### src/rtl/boom_mmio_sink_if.sv
// MMIO request/response bus between the BOOM AXI-to-mem bridge and the harness sink.
interface boom_mmio_sink_if #(
  parameter int MMIO_ADDR_WIDTH = 31,
  parameter int DATA_WIDTH      = 64
);
  logic                       mmio_req_i;
  logic                       mmio_we_i;
  logic [MMIO_ADDR_WIDTH-1:0] mmio_addr_i;
  logic [DATA_WIDTH/8-1:0]    mmio_strb_i;
  logic [DATA_WIDTH-1:0]      mmio_wdata_i;
  logic [DATA_WIDTH-1:0]      mmio_rdata_o;

  modport master (
    output mmio_req_i, mmio_we_i, mmio_addr_i, mmio_strb_i, mmio_wdata_i,
    input  mmio_rdata_o
  );

  modport slave (
    input  mmio_req_i, mmio_we_i, mmio_addr_i, mmio_strb_i, mmio_wdata_i,
    output mmio_rdata_o
  );
endinterface

### src/rtl/boom_mmio_sink.sv
// Harness MMIO target: sticky stop flag, free-running cycle counter and a dump FIFO
// drained over a valid/ready stream. Reads respond one cycle after the request.
module boom_mmio_sink #(
  parameter int                         MMIO_ADDR_WIDTH = 31,
  parameter int                         DATA_WIDTH      = 64,
  parameter int                         FIFO_DEPTH      = 8,
  parameter logic [MMIO_ADDR_WIDTH-1:0] BASE_ADDR       = '0
) (
  input  logic                  clock,
  input  logic                  reset_wire_reset,
  boom_mmio_sink_if.slave       mmio,
  output logic                  stop_o,
  output logic [31:0]           stop_code_o,
  output logic                  dump_valid_o,
  input  logic                  dump_ready_i,
  output logic [DATA_WIDTH-1:0] dump_data_o
);

  localparam int PW = $clog2(FIFO_DEPTH);
  localparam int CW = PW + 1;

  logic                  stop_q;
  logic [31:0]           stop_code_q;
  logic                  overflow_q;
  logic [63:0]           cycle_q;
  logic [PW-1:0]         wr_ptr_q;
  logic [PW-1:0]         rd_ptr_q;
  logic [CW-1:0]         count_q;
  logic [DATA_WIDTH-1:0] mem [FIFO_DEPTH];
  logic [DATA_WIDTH-1:0] rdata_q;

  logic                  hit;
  logic [1:0]            sel;
  logic                  rd_req;
  logic                  stop_wr;
  logic                  push;
  logic                  pop;
  logic                  full;
  logic                  push_ok;
  logic [DATA_WIDTH-1:0] push_data;
  logic [DATA_WIDTH-1:0] status;
  logic [DATA_WIDTH-1:0] rd_val;
  logic                  unused_addr_lsbs;

  assign hit              = mmio.mmio_addr_i[MMIO_ADDR_WIDTH-1:5] == BASE_ADDR[MMIO_ADDR_WIDTH-1:5];
  assign sel              = mmio.mmio_addr_i[4:3];
  assign unused_addr_lsbs = ^mmio.mmio_addr_i[2:0];

  assign rd_req  = mmio.mmio_req_i && !mmio.mmio_we_i;
  assign stop_wr = mmio.mmio_req_i && mmio.mmio_we_i && hit && (sel == 2'd0)
                   && mmio.mmio_strb_i[0] && mmio.mmio_wdata_i[0];
  assign push    = mmio.mmio_req_i && mmio.mmio_we_i && hit && (sel == 2'd1)
                   && (|mmio.mmio_strb_i);

  assign dump_valid_o = (count_q != '0);
  assign full         = (count_q == CW'(FIFO_DEPTH));
  assign pop          = dump_valid_o && dump_ready_i;
  // A pop in the same cycle frees the slot the push needs, so full+pop is not an overflow.
  assign push_ok      = push && (!full || pop);
  assign dump_data_o  = mem[rd_ptr_q];

  always_comb begin
    push_data = '0;
    for (int b = 0; b < DATA_WIDTH/8; b++) begin
      if (mmio.mmio_strb_i[b]) push_data[8*b +: 8] = mmio.mmio_wdata_i[8*b +: 8];
    end
  end

  always_comb begin
    status       = '0;
    status[0]    = stop_q;
    status[1]    = overflow_q;
    status[15:8] = 8'(count_q);
  end

  always_comb begin
    rd_val = '0;
    case (sel)
      2'd0:    rd_val = {31'b0, stop_code_q, stop_q};
      2'd1:    rd_val = '0;
      2'd2:    rd_val = cycle_q;
      default: rd_val = status;
    endcase
  end

  always_ff @(posedge clock) begin
    if (reset_wire_reset) begin
      stop_q      <= 1'b0;
      stop_code_q <= '0;
      cycle_q     <= '0;
      rdata_q     <= '0;
    end else begin
      if (stop_wr) begin
        stop_q <= 1'b1;
        if (!stop_q) stop_code_q <= mmio.mmio_wdata_i[31:0];
      end
      // Counter still advances in the stopping cycle, then freezes.
      if (!stop_q) cycle_q <= cycle_q + 64'd1;
      if (rd_req) rdata_q <= hit ? rd_val : '0;
    end
  end

  always_ff @(posedge clock) begin
    if (reset_wire_reset) begin
      wr_ptr_q   <= '0;
      rd_ptr_q   <= '0;
      count_q    <= '0;
      overflow_q <= 1'b0;
    end else begin
      if (push && full && !pop) overflow_q <= 1'b1;
      if (push_ok) wr_ptr_q <= wr_ptr_q + PW'(1);
      if (pop)     rd_ptr_q <= rd_ptr_q + PW'(1);
      case ({push_ok, pop})
        2'b10:   count_q <= count_q + CW'(1);
        2'b01:   count_q <= count_q - CW'(1);
        default: count_q <= count_q;
      endcase
    end
  end

  always_ff @(posedge clock) begin
    if (push_ok) mem[wr_ptr_q] <= push_data;
  end

  assign mmio.mmio_rdata_o = rdata_q;
  assign stop_o            = stop_q;
  assign stop_code_o       = stop_code_q;

endmodule
### src/flat_wrapper.sv
// flat-port wrapper written by rule: the top's interface ports become plain ports
module boom_mmio_sink_flat 
#(
  parameter int                         MMIO_ADDR_WIDTH = 31,
  parameter int                         DATA_WIDTH      = 64,
  parameter int                         FIFO_DEPTH      = 8,
  parameter logic [MMIO_ADDR_WIDTH-1:0] BASE_ADDR       = '0
)
  (clock, reset_wire_reset, stop_o, stop_code_o, dump_valid_o, dump_ready_i, dump_data_o, mmio_mmio_req_i, mmio_mmio_we_i, mmio_mmio_addr_i, mmio_mmio_strb_i, mmio_mmio_wdata_i, mmio_mmio_rdata_o);
  boom_mmio_sink_if #(.MMIO_ADDR_WIDTH(MMIO_ADDR_WIDTH), .DATA_WIDTH(DATA_WIDTH)) mmio_i ();
  input  logic clock;
  input  logic reset_wire_reset;
  output logic stop_o;
  output logic [31:0] stop_code_o;
  output logic dump_valid_o;
  input  logic dump_ready_i;
  output logic [DATA_WIDTH-1:0] dump_data_o;
  input wire logic [$bits(mmio_i.mmio_req_i)-1:0] mmio_mmio_req_i;
  input wire logic [$bits(mmio_i.mmio_we_i)-1:0] mmio_mmio_we_i;
  input wire logic [$bits(mmio_i.mmio_addr_i)-1:0] mmio_mmio_addr_i;
  input wire logic [$bits(mmio_i.mmio_strb_i)-1:0] mmio_mmio_strb_i;
  input wire logic [$bits(mmio_i.mmio_wdata_i)-1:0] mmio_mmio_wdata_i;
  output wire logic [$bits(mmio_i.mmio_rdata_o)-1:0] mmio_mmio_rdata_o;
  assign mmio_i.mmio_req_i = mmio_mmio_req_i;
  assign mmio_i.mmio_we_i = mmio_mmio_we_i;
  assign mmio_i.mmio_addr_i = mmio_mmio_addr_i;
  assign mmio_i.mmio_strb_i = mmio_mmio_strb_i;
  assign mmio_i.mmio_wdata_i = mmio_mmio_wdata_i;
  assign mmio_mmio_rdata_o = mmio_i.mmio_rdata_o;
  boom_mmio_sink #(.MMIO_ADDR_WIDTH(MMIO_ADDR_WIDTH), .DATA_WIDTH(DATA_WIDTH), .FIFO_DEPTH(FIFO_DEPTH), .BASE_ADDR(BASE_ADDR)) u_core (.clock(clock), .reset_wire_reset(reset_wire_reset), .mmio(mmio_i), .stop_o(stop_o), .stop_code_o(stop_code_o), .dump_valid_o(dump_valid_o), .dump_ready_i(dump_ready_i), .dump_data_o(dump_data_o));
endmodule
### config.mk
export PLATFORM = sky130hd
export DESIGN_NAME = boom_mmio_sink_flat
export DESIGN_NICKNAME = d
export VERILOG_FILES = /design/src/rtl/boom_mmio_sink_if.sv /design/src/rtl/boom_mmio_sink.sv /design/src/flat_wrapper.sv
export SDC_FILE = /design/constraint.sdc
export NUM_CORES = 1
export LEC_CHECK = 0
export ABC_CLOCK_PERIOD_IN_PS = 9000
export CAP_MARGIN = 25
export CORE_UTILIZATION = 55
export CTS_CLUSTER_SIZE = 25
export DETAILED_ROUTE_END_ITERATION = 10
export PLACE_DENSITY_LB_ADDON = 0.25
export SLEW_MARGIN = 20
export SYNTH_ARGS = -nofsm -noshare
export SYNTH_HDL_FRONTEND = slang
export SYNTH_SLANG_ARGS = --single-unit
### constraint.sdc
create_clock -name clock -period 9 [get_ports clock]
set_input_delay 0.9 -clock clock [delete_from_list [all_inputs] [get_ports clock]]
set_output_delay 0.9 -clock clock [all_outputs]
set_load 0.02 [all_outputs]
==> qor.yml, run 1 <==
run_status:
  status: "completed"
timing:
  relSlewSlack_pct: 32.63
  rsz0062_at_grt: "no"
  final-hold-violation-count: 0
  fin_crit_sh_pct: 55.85
  clock_skew_ps: 14.16
  setup_tns_ps: 0
  final-setup-viol-count: 0
  slew_viol_final: 0
  holdWs_ps: 471.8
  tightest_slew_ps: 1011
  fmax_mhz: 198.9
  period_needed_ps: 5027
synth:
  netlist_area_um2: 26660
  synth_cell_types: 48
  synth_warnings: 0
  synthesis.nets: 1734
  ys.flop_type: "edfxtp_1"
  synth_area_leader_cell: "edfxtp_1"
  yosysSeqAreaShare_pct: 70.82
  synth_seq_cells: 687
  syn_inst: 1620
  synth_edf_count: 512
  syn_area_per_cell_um2: 16.45
  synthArstFlopShare_pct: 0
  synthTopCellsByArea: "edfxtp_1 (58%), dfxtp_1 (13%), mux4_2 (11%), mux2_2 (3.0%), nor2_1 (1.6%)"
  synth_top_area_share_pct: 57.68
routing:
  vias: 15120
  drc_errors: 0
  viasPerCell: 5.905
  wl_per_cell_um: 23.19
  drt_iter0_markers: 1280
  routed_wl_um: 59360
  first_pass_iters: 6
  drtAntennaViolNets: 0
layout:
  layout_commonest_cell: "edfxtp_1"
  area_growth_pct: 21.18
  layout.cells.non_filler: 2560
  layout_common_cells: "edfxtp_1 (512), clkdlybuf4s50_1 (265), dfxtp_1 (172)"
  fin_nets: 2009
  regArea_um2: 18890
  insertedDiodeCount: 0
  final_util_pct: 67.65
  multiInputGateArea_um2: 7367
  drive_gt1_share_pct: 17.58
  finalInstanceArea_um2: 32300
  fillers: 3168
floorplan:
  ios: 270
  start_util_pct: 55.83
  die_h_um: 222.1
  core_um2: 47750
  placementRows: 80
  design.die.area_um2: 49350
  die-width_um: 222.1
cts:
  cts_setup_buffers: 0
  cts_root_buffer: "clkbuf_16"
  cts_sinks: 687
  clk_latency_ps: 590
  tritoncts: "yes"
  cts.clk_slew.worst_paths_ps: 60
  ctsHtreeMaxLevel: 3
  cts_hold_buf: 0
  clock_path_buffers: 3
  cts_buffers: 68
  cts.repair.resized: 0
worst_setup_path:
  regToRegSetupSlack_ps: 5350
  arrival_ps: 4130
  worstPathRequired_ps: 8100
  crit_fanout: 38
  critPathKind: "flip-flop to output pin"
  crit_path_start_kind: "flip-flop"
  cp-end-kind: "output pin"
place:
  place_congestion: 0.8567
  dpl.cell_count: 2438
  place_area_um2: 30020
  portBuffers: 266
  dp_hpwl_um: 35450
power:
  peakVddDrop_uv: 128.5
  p_leak_uw: 0.01004
  p_per_area_nw_per_um2: 196.4
global_routing:
  grt_antenna_before_repair: 0
  grt_first_pass_wirelength_um: 90740
  grt_pass1_vias: 15400
  grt_max_degree: 81
  grt_overflow: 0
  grt.total_usage_pct: 24.39
flow_run:
  drv_cap: 0
hold_path:
  hold_path_class: "flip-flop to flip-flop"
==> power by group <==
group          leakage (µW)  internal [µW]  switching [µW]
Combinational       0.00316           51.7            70.9
Sequential          0.00579           3400            1.94
Clock               0.00109           1680            1140
==> final timing paths <==
path,start,endpoint,depth (start not counted)
worst max-delay path,flip-flop,dump_data_o[15],5
worst min-delay path,u_core.mmio.mmio_rdata_o[5],u_core.mmio.mmio_rdata_o[5],2
worst max register to register,u_core.count_q[0],u_core.mem[2][8],6
worst min register to register,u_core.mmio.mmio_rdata_o[5],u_core.mmio.mmio_rdata_o[5],2
==> registers in the layout (all words and copies together), names as in the netlist, named ones only <==
| name | cells |
|---|---|
| u_core.cycle_q | 64 |
| u_core.overflow_q | 1 |
| u_core.mmio.mmio_rdata_o | 64 |
| u_core.wr_ptr_q | 3 |
| u_core.count_q | 4 |
| u_core.mem | 512 |
| u_core.rd_ptr_q | 3 |
| u_core.stop_o | 1 |
| u_core.stop_code_o | 32 |
==> cell type report <==
type | count | area share, %
Clock buffer | 90 | 5.981
Clock inverter | 30 | 0.9025
Inverter | 37 | 0.4300
Multi-Input combinational cell | 810 | 22.81
Sequential cell | 687 | 58.48
Tap cell | 615 | 2.382
Timing Repair Buffer | 291 | 9.018
==> synthesized netlist by cell type (12+ instances only) <==
cell type and number:
edfxtp_1 512, dfxtp_1 175, mux4_2 128, nor2_1 116, nand2_1 88, mux2_2 70, and2_1 68, clkbuf_1 57
a21oi_1 53, a22oi_1 38, inv_1 37, xor2_1 34, a222oi_1 27, nand3_1 25, nor3_1 22, xnor2_1 22
nand4_1 20, and3_1 15, buf_1 15, o21ai_0 12
==> per-layer routing <==
layer	vias up	wire length (µm)	track usage, %
met5	-	0	0
met4	0	1064	6.855
met3	71	3892	4.718
met2	491	30030	41.46
met1	7740	24370	32.15
li1	6815	-	-
==> critical path, stage by stage (launching register included) <==
cell and delay (ps):
dfxtp_4 680, buf_4 630, buf_4 730, mux4_2 590, mux2_2 270, clkdlybuf4s50_1 610
==> stage by stage <==
stage	setup WS (ps)	total power, µW
3_3_place_gp	3744	3583
3_5_place_dp	3679	3588
6_report	3973	6343
2_1_floorplan	1732	3512
4_1_cts	3776	6388
5_1_grt	3638	6518
==> kinds of logic (layout without fill, tap and decap cells) <==
family / after synthesis / in the layout / share of synthesized area [%]
DFF: 687 / 687 / 70.82
AOI/OAI and AO/OA: 136 / 136 / 3.474
buffers and inverters: 123 / 448 / 1.840
xor gates and xnor gates: 56 / 56 / 1.840
muxes: 202 / 202 / 13.94
and+or+nand+nor: 410 / 410 / 7.778
adders and majority gates: 6 / 6 / 0.3098
Note: power is estimated with default switching activity, not from simulation.
==> run 2: changes to the inputs <==
- ABC_CLOCK_PERIOD_IN_PS: 9000 -> 4400
- CORE_UTILIZATION: 55 -> 51
- clock period: 9 -> 4.4 ns (I/O delays scaled with it)
==> run 2 against run 1 <==
Compared with the run above:
- critical path depth shrank 1
- total power is 100% higher
- clock power increased by 100%
- via count is 0.32% lower
- clock-buffer cell count rose by 6
- register-to-register slack worse by 3800 ps
- flip-flop and latch count stayed put
- critical path type unchanged
- critical endpoint is now dump_data_o[19]
- largest cell class unchanged
- highest routed layer is now met5
==> qor.yml, run 2 (same netlist as run 1, synthesis figures left out) <==
place:
  portBuffers: 266  # unchanged
  dp_hpwl_um: 35740  # +0.82%
  place_congestion: 0.8170  # -4.6%
  dpl.cell_count: 2518  # +3.3%
  place_area_um2: 30390  # +1.2%
  post-place-ws_ps: 588.1  # -3091 ps
power:
  p_comb_share_pct: 2.0  # about the same
  sequentialPowerShare_pct: 53.5  # about the same
  p_switching_uw: 2527  # +110%
  p_clk_share_pct: 44.5  # about the same
  p_per_area_nw_per_um2: 397.7  # +100%
  peakVddDrop_uv: 320.2  # +150%
  p_leak_uw: 0.01014  # +1.0%
  switching_share_pct: 19.46  # +0.29 points
  internal_power_uw: 10460  # +100%
timing:
  final-hold-violation-count: 0  # unchanged
  relSlewSlack_pct: 32.10  # -0.53 points
  final-setup-viol-count: 0  # unchanged
  rsz0062_at_grt: "no"
  holdWs_ps: 316.4  # -155.3 ps
  slew_viol_final: 0  # unchanged
  tightest_slew_ps: 1018  # +7.880 ps
  layout_setup_ws_ps: 730.9  # -3242 ps
  clock_skew_ps: 16.96  # +2.796 ps
  period_needed_ps: 3669
  fin_crit_sh_pct: 83.39
  fmax_mhz: 272.5
floorplan:
  die-width_um: 230.6  # +3.8%
  start_util_pct: 51.75  # -4.1 points
  design.die.area_um2: 53180  # +7.8%
  core_um2: 51510  # +7.9%
  ios: 270  # unchanged
  die_h_um: 230.6  # +3.8%
  placementRows: 83  # +3.8%
flow_run:
  drv_cap: 0  # unchanged
routing:
  viasPerCell: 5.697  # -3.5%
  dr_wl_met2_um: 29560  # -1.6%
  met3_length_um: 3798  # -2.4%
  vias: 15070  # -0.32%
  drc_errors: 0  # unchanged
  highest_layer: "met5"
  routed_wl_um: 59880  # +0.88%
  wl_per_cell_um: 22.64  # -2.4%
  wl_met1_um: 25150  # +3.2%
  first_pass_iters: 5  # -1
  drt_iter0_markers: 1160  # -9.4%
  drtAntennaViolNets: 0  # unchanged
layout:
  finalInstanceArea_um2: 32660  # +1.1%
  fillers: 3702  # +17%
  multiInputGateArea_um2: 7380  # +0.17%
  insertedDiodeCount: 0  # unchanged
  area_growth_pct: 22.51
  final_util_pct: 63.40  # -4.3 points
  regArea_um2: 18890  # unchanged
  regMostFlops: "u_core.mem"
  fin_nets: 2024  # +0.75%
  largest_reg_flops: 512  # unchanged
  layout.cells.non_filler: 2645  # +3.3%
  drive_gt1_share_pct: 18.27  # +0.69 points
  layout_commonest_cell: "edfxtp_1"
  layout_common_cells: "edfxtp_1 (512), clkdlybuf4s50_1 (265), dfxtp_1 (172)"
worst_setup_path:
  crit_fanout: 25  # -34%
  worstPathRequired_ps: 3960  # -4140 ps
  arrival_ps: 3230  # -900 ps
  path_delay_family: "buffers and inverters"
  path_cells: "buf_4 -> mux4_2 -> mux2_2 -> clkdlybuf4s50_1"
  cpPeakStageDelay_ps: 720  # about the same
  cp-end-kind: "output pin"
  critPathKind: "flip-flop to output pin"
  crit_buf_inv: 2  # -1
  slowest_stage: "dfxtp_4"
  crit_path_start_kind: "flip-flop"
cts:
  tritoncts: "yes"
  cts_hold_buf: 0  # unchanged
  clk_latency_ps: 600  # about the same
  cts_sinks: 687  # unchanged
  clock_path_buffers: 3  # unchanged
  cts_setup_buffers: 0  # unchanged
  cts_root_buffer: "clkbuf_16"
  ctsHtreeMaxLevel: 3  # unchanged
  cts_buffers: 70  # +2.9%
  cts.repair.resized: 0  # unchanged
  cts.clk_slew.worst_paths_ps: 60  # about the same
hold_path:
  hold_path_class: "input port to flip-flop"
global_routing:
  grt_first_pass_wirelength_um: 90780  # about the same
  grt_overflow: 0  # unchanged
  grt_antenna_before_repair: 2  # +2
  grt.total_usage_pct: 22.77  # -1.6 points
  grt_pass1_vias: 15620  # +1.4%
  grt_max_degree: 98  # +21%
run_status:
  status: "completed"
run 2: changes by cell type in the layout (fill, tap and decap cells not counted), sizes merged:
cell,delta
inv,+2
clkbuf,+6
clkinv,+4
clkinvlp,-2
bufinv,-3
buf,+13
run 2: final timing paths:
| check | from | to | slack, ps | cells past startpoint |
|---|---|---|---|---|
| max | flip-flop | dump_data_o[19] | 730 | 4 |
| min | reset_wire_reset | u_core.cycle_q[51] | 320 | 2 |
| max reg2reg | u_core.count_q[0] | u_core.mem[0][52] | 1590 | 6 |
| min reg2reg | u_core.mmio.mmio_rdata_o[16] | u_core.mmio.mmio_rdata_o[16] | 470 | 2 |
run 2: per-stage QoR:
step	setup TNS, ps	total power (µW)
floorplan	-237790	7184
global placement	0	7339
detailed placement	0	7347
finish	0	12990
global route	0	13360
CTS	0	13100
run 2: final cells by class:
class                      count  area share, %
tap                          680          2.605
clock inverter                31         0.7318
multi-input combinational    810          22.60
inverter                      37         0.4253
clock buffer                  96          6.203
sequential                   687          57.84
timing repair buffer         304          9.594
run 2: power by group through the flow:
stage / clock (µW) / combinational [µW] / sequential [µW]
global placement: 0 / 250 / 7090
global route: 6130 / 277 / 6950
detailed placement: 0 / 257 / 7090
CTS: 5890 / 259 / 6950
floorplan: 0 / 93.8 / 7090
finish: 5780 / 257 / 6950
run 2: worst reg2reg max path: cells and delay by family, from the launching register on:
| family | cells | cell delay, ps |
|---|---|---|
| flip-flops | 1 | 440 |
| buffers and inverters | 1 | 410 |
| AND/OR/NAND/NOR | 4 | 1320 |
| AO/OA/AOI/OAI | 1 | 270 |
run 2: metal layers:
metal / global-route usage, % / vias up
li1: - / 6841
met1: 29.75 / 7685
met2: 37.91 / 453
met3: 5.497 / 87
met4: 6.747 / 2
met5: 0 / -
==> run 3: changes to the inputs <==
- ABC_CLOCK_PERIOD_IN_PS: 4400 -> 3600
- CORE_UTILIZATION: 51 -> 55
- clock period: 4.4 -> 3.6 ns (I/O delays scaled with it)
==> run 3 against run 2 <==
Compared with the run above:
- cell area rose by 0.29%
- core utilization increased by 5.2 points
- critical endpoint is now dump_data_o[54]
- clock-buffer cell count is 9 lower
- hold slack got worse by 93 ps
- critical path type unchanged
- sequential power rose by 22%
- global-route usage up 2.1 points
- die area shrank 7.2%
- largest power group unchanged
- sequential share of layout area is 0.17 points lower
- critical path depth stayed put
- cell count fell by 2.2%
- flip-flop and latch count stayed put
==> qor.yml, run 3 (same netlist as run 1, synthesis figures left out) <==
layout:
  fin_nets: 2038  # +0.69%
  regMostFlops: "u_core.mem"
  largest_reg_flops: 512  # unchanged
  drive_gt1_share_pct: 19.16  # +0.89 points
  insertedDiodeCount: 0  # unchanged
  layout_commonest_cell: "edfxtp_1"
  layout_common_cells: "edfxtp_1 (512), clkdlybuf4s50_1 (265), dfxtp_1 (172)"
  area_growth_pct: 22.86
timing:
  slew_viol_final: 0  # unchanged
  clock_skew_ps: 18.57  # +1.619 ps
  relSlewSlack_pct: 57.83  # +26 points
  setup_tns_ps: 0  # unchanged
  fmax_mhz: 301.3
  final-setup-viol-count: 0  # unchanged
  final-hold-violation-count: 0  # unchanged
  fin_crit_sh_pct: 92.19
  tightest_slew_ps: 626.7  # -391.8 ps
  period_needed_ps: 3319
  rsz0062_at_grt: "no"
worst_setup_path:
  r2r-end: "u_core.cycle_q[60]"
  arrival_ps: 2960  # -270 ps
  crit_path_start_kind: "flip-flop"
  worstPathRequired_ps: 3240  # -720 ps
  cpPeakStageDelay_ps: 570  # -150 ps
  crit_fanout: 38  # +52%
  critPathKind: "flip-flop to output pin"
  r2r-start: "u_core.stop_o"
  crit_buf_inv: 2  # unchanged
  slowest_stage: "dfxtp_4"
  path_delay_family: "buffers and inverters"
  regToRegSetupSlack_ps: 870  # -720 ps
  crit_path_end: "dump_data_o[54]"
  crit_cells: 4  # unchanged
  reg2reg_depth: 6  # unchanged
  path_cells: "buf_12 -> mux4_2 -> mux2_2 -> clkdlybuf4s50_1"
  cp-end-kind: "output pin"
routing:
  drt_iter0_markers: 1411  # +22%
  routed_wl_um: 60530  # +1.1%
  wl_per_cell_um: 23.39  # +3.3%
  vias: 15230  # +1.1%
  drtAntennaViolNets: 0  # unchanged
  viasPerCell: 5.884  # +3.3%
  drc_errors: 0  # unchanged
  first_pass_iters: 7  # +2
cts:
  cts.clk_slew.worst_paths_ps: 60  # about the same
  tritoncts: "yes"
  ctsHtreeMaxLevel: 3  # unchanged
  cts_root_buffer: "clkbuf_16"
  cts.repair.resized: 0  # unchanged
  cts_buffers: 69  # -1.4%
  clk_latency_ps: 590  # about the same
  clock_path_buffers: 3  # unchanged
  cts_hold_buf: 0  # unchanged
  cts_sinks: 687  # unchanged
  cts_setup_buffers: 0  # unchanged
place:
  place_congestion: 0.8207  # +0.45%
  portBuffers: 266  # unchanged
  dp_hpwl_um: 36780  # +2.9%
global_routing:
  grt.total_usage_pct: 24.92  # +2.1 points
  grt_pass1_vias: 15660  # +0.28%
  grt_first_pass_wirelength_um: 92580  # +2.0%
  grt_antenna_before_repair: 1  # -1
  grt_overflow: 0  # unchanged
  grt_max_degree: 60  # -39%
run_status:
  status: "completed"
flow_run:
  drv_cap: 0  # unchanged
floorplan:
  die_h_um: 222.1  # -3.7%
  ios: 270  # unchanged
  placementRows: 80  # -3.6%
  die-width_um: 222.1  # -3.7%
  start_util_pct: 55.83  # +4.1 points
  design.die.area_um2: 49350  # -7.2%
  core_um2: 47750  # -7.3%
power:
  p_per_area_nw_per_um2: 485.0  # +22%
  p_leak_uw: 0.01022  # +0.80%
  peakVddDrop_uv: 372.1  # +16%
  total_power_uw: 15890  # +22%
hold_path:
  hold_path_class: "input port to flip-flop"
run 3: cell types whose count changed in the layout (fill, tap and decap cells not counted), moves of 2 or more:
cell,previous run,this run
buf_4,24,37
clkbuf_1,14,10
bufinv_16,3,6
clkbuf_16,75,72
clkinv_1,14,11
nor4_1,10,7
nor4_4,2,5
clkbuf_8,7,5
run 3: report_power, final:
part           switching (µW)  total [µW]  internal [µW]  leakage, µW
registers                4.28        8500           8490      0.00579
logic                     186         325            139      0.00333
clock network            2880        7060           4180      0.00110
run 3: worst min path at each step:
| stage | startpoint | end | slack, ps | cells after the start |
|---|---|---|---|---|
| after floorplan | u_core.overflow_q | u_core.overflow_q | 430 | 2 |
| after global placement | u_core.mmio.mmio_rdata_o[13] | u_core.mmio.mmio_rdata_o[13] | 450 | 2 |
| after detailed placement | u_core.mmio.mmio_rdata_o[13] | u_core.mmio.mmio_rdata_o[13] | 450 | 2 |
| after CTS | reset_wire_reset | u_core.overflow_q | 200 | 2 |
| after global routing | reset_wire_reset | u_core.cycle_q[45] | 230 | 2 |
| final | reset_wire_reset | u_core.cycle_q[45] | 220 | 2 |
run 3: metal layers:
metal / vias to the layer above / part of all wire, % / wire (µm) / track usage [%]
li1: 6864 / - / - / -
met4: 2 / 1.8 / 1060 / 5.959
met2: 554 / 50 / 30310 / 41.86
met3: 79 / 7.1 / 4280 / 5.659
met5: - / 0.021 / 13 / 0
met1: 7728 / 41 / 24860 / 33.16
run 3: final cells by class:
class	count	area, µm²
fillers	3142	15000
clock buffers	87	1908
clock inverters	33	334.1
repair buffers	319	3278
multi-input cells	810	7432
flip-flops and latches	687	18890
well taps	615	769.5
inverters	37	138.9
run 3: metrics by stage:
| step | worst slack, ps | utilization [%] | instance area [µm²] | hold slack, ps | instances |
|---|---|---|---|---|---|
| 2_1_floorplan | -204.3 | - | 26760 | 434.6 | 1620 |
| 6_report | 281.0 | 68.59 | 32750 | 223.0 | 2588 |
| 3_5_place_dp | 87.24 | 63.84 | 30480 | 448.1 | 2467 |
| 5_1_grt | 156.3 | 68.59 | 32750 | 228.0 | 2588 |
| 4_1_cts | 50.63 | 68.54 | 32720 | 201.1 | 2587 |
| 3_3_place_gp | 135.9 | 63.84 | 30480 | 446.3 | 2467 |
run 3: worst register-to-register path: cells and delay by family, from the launching register on:
kind            cells  cell delay [ps]
flops               1              440
simple gates        5             2060
compound gates      1              140
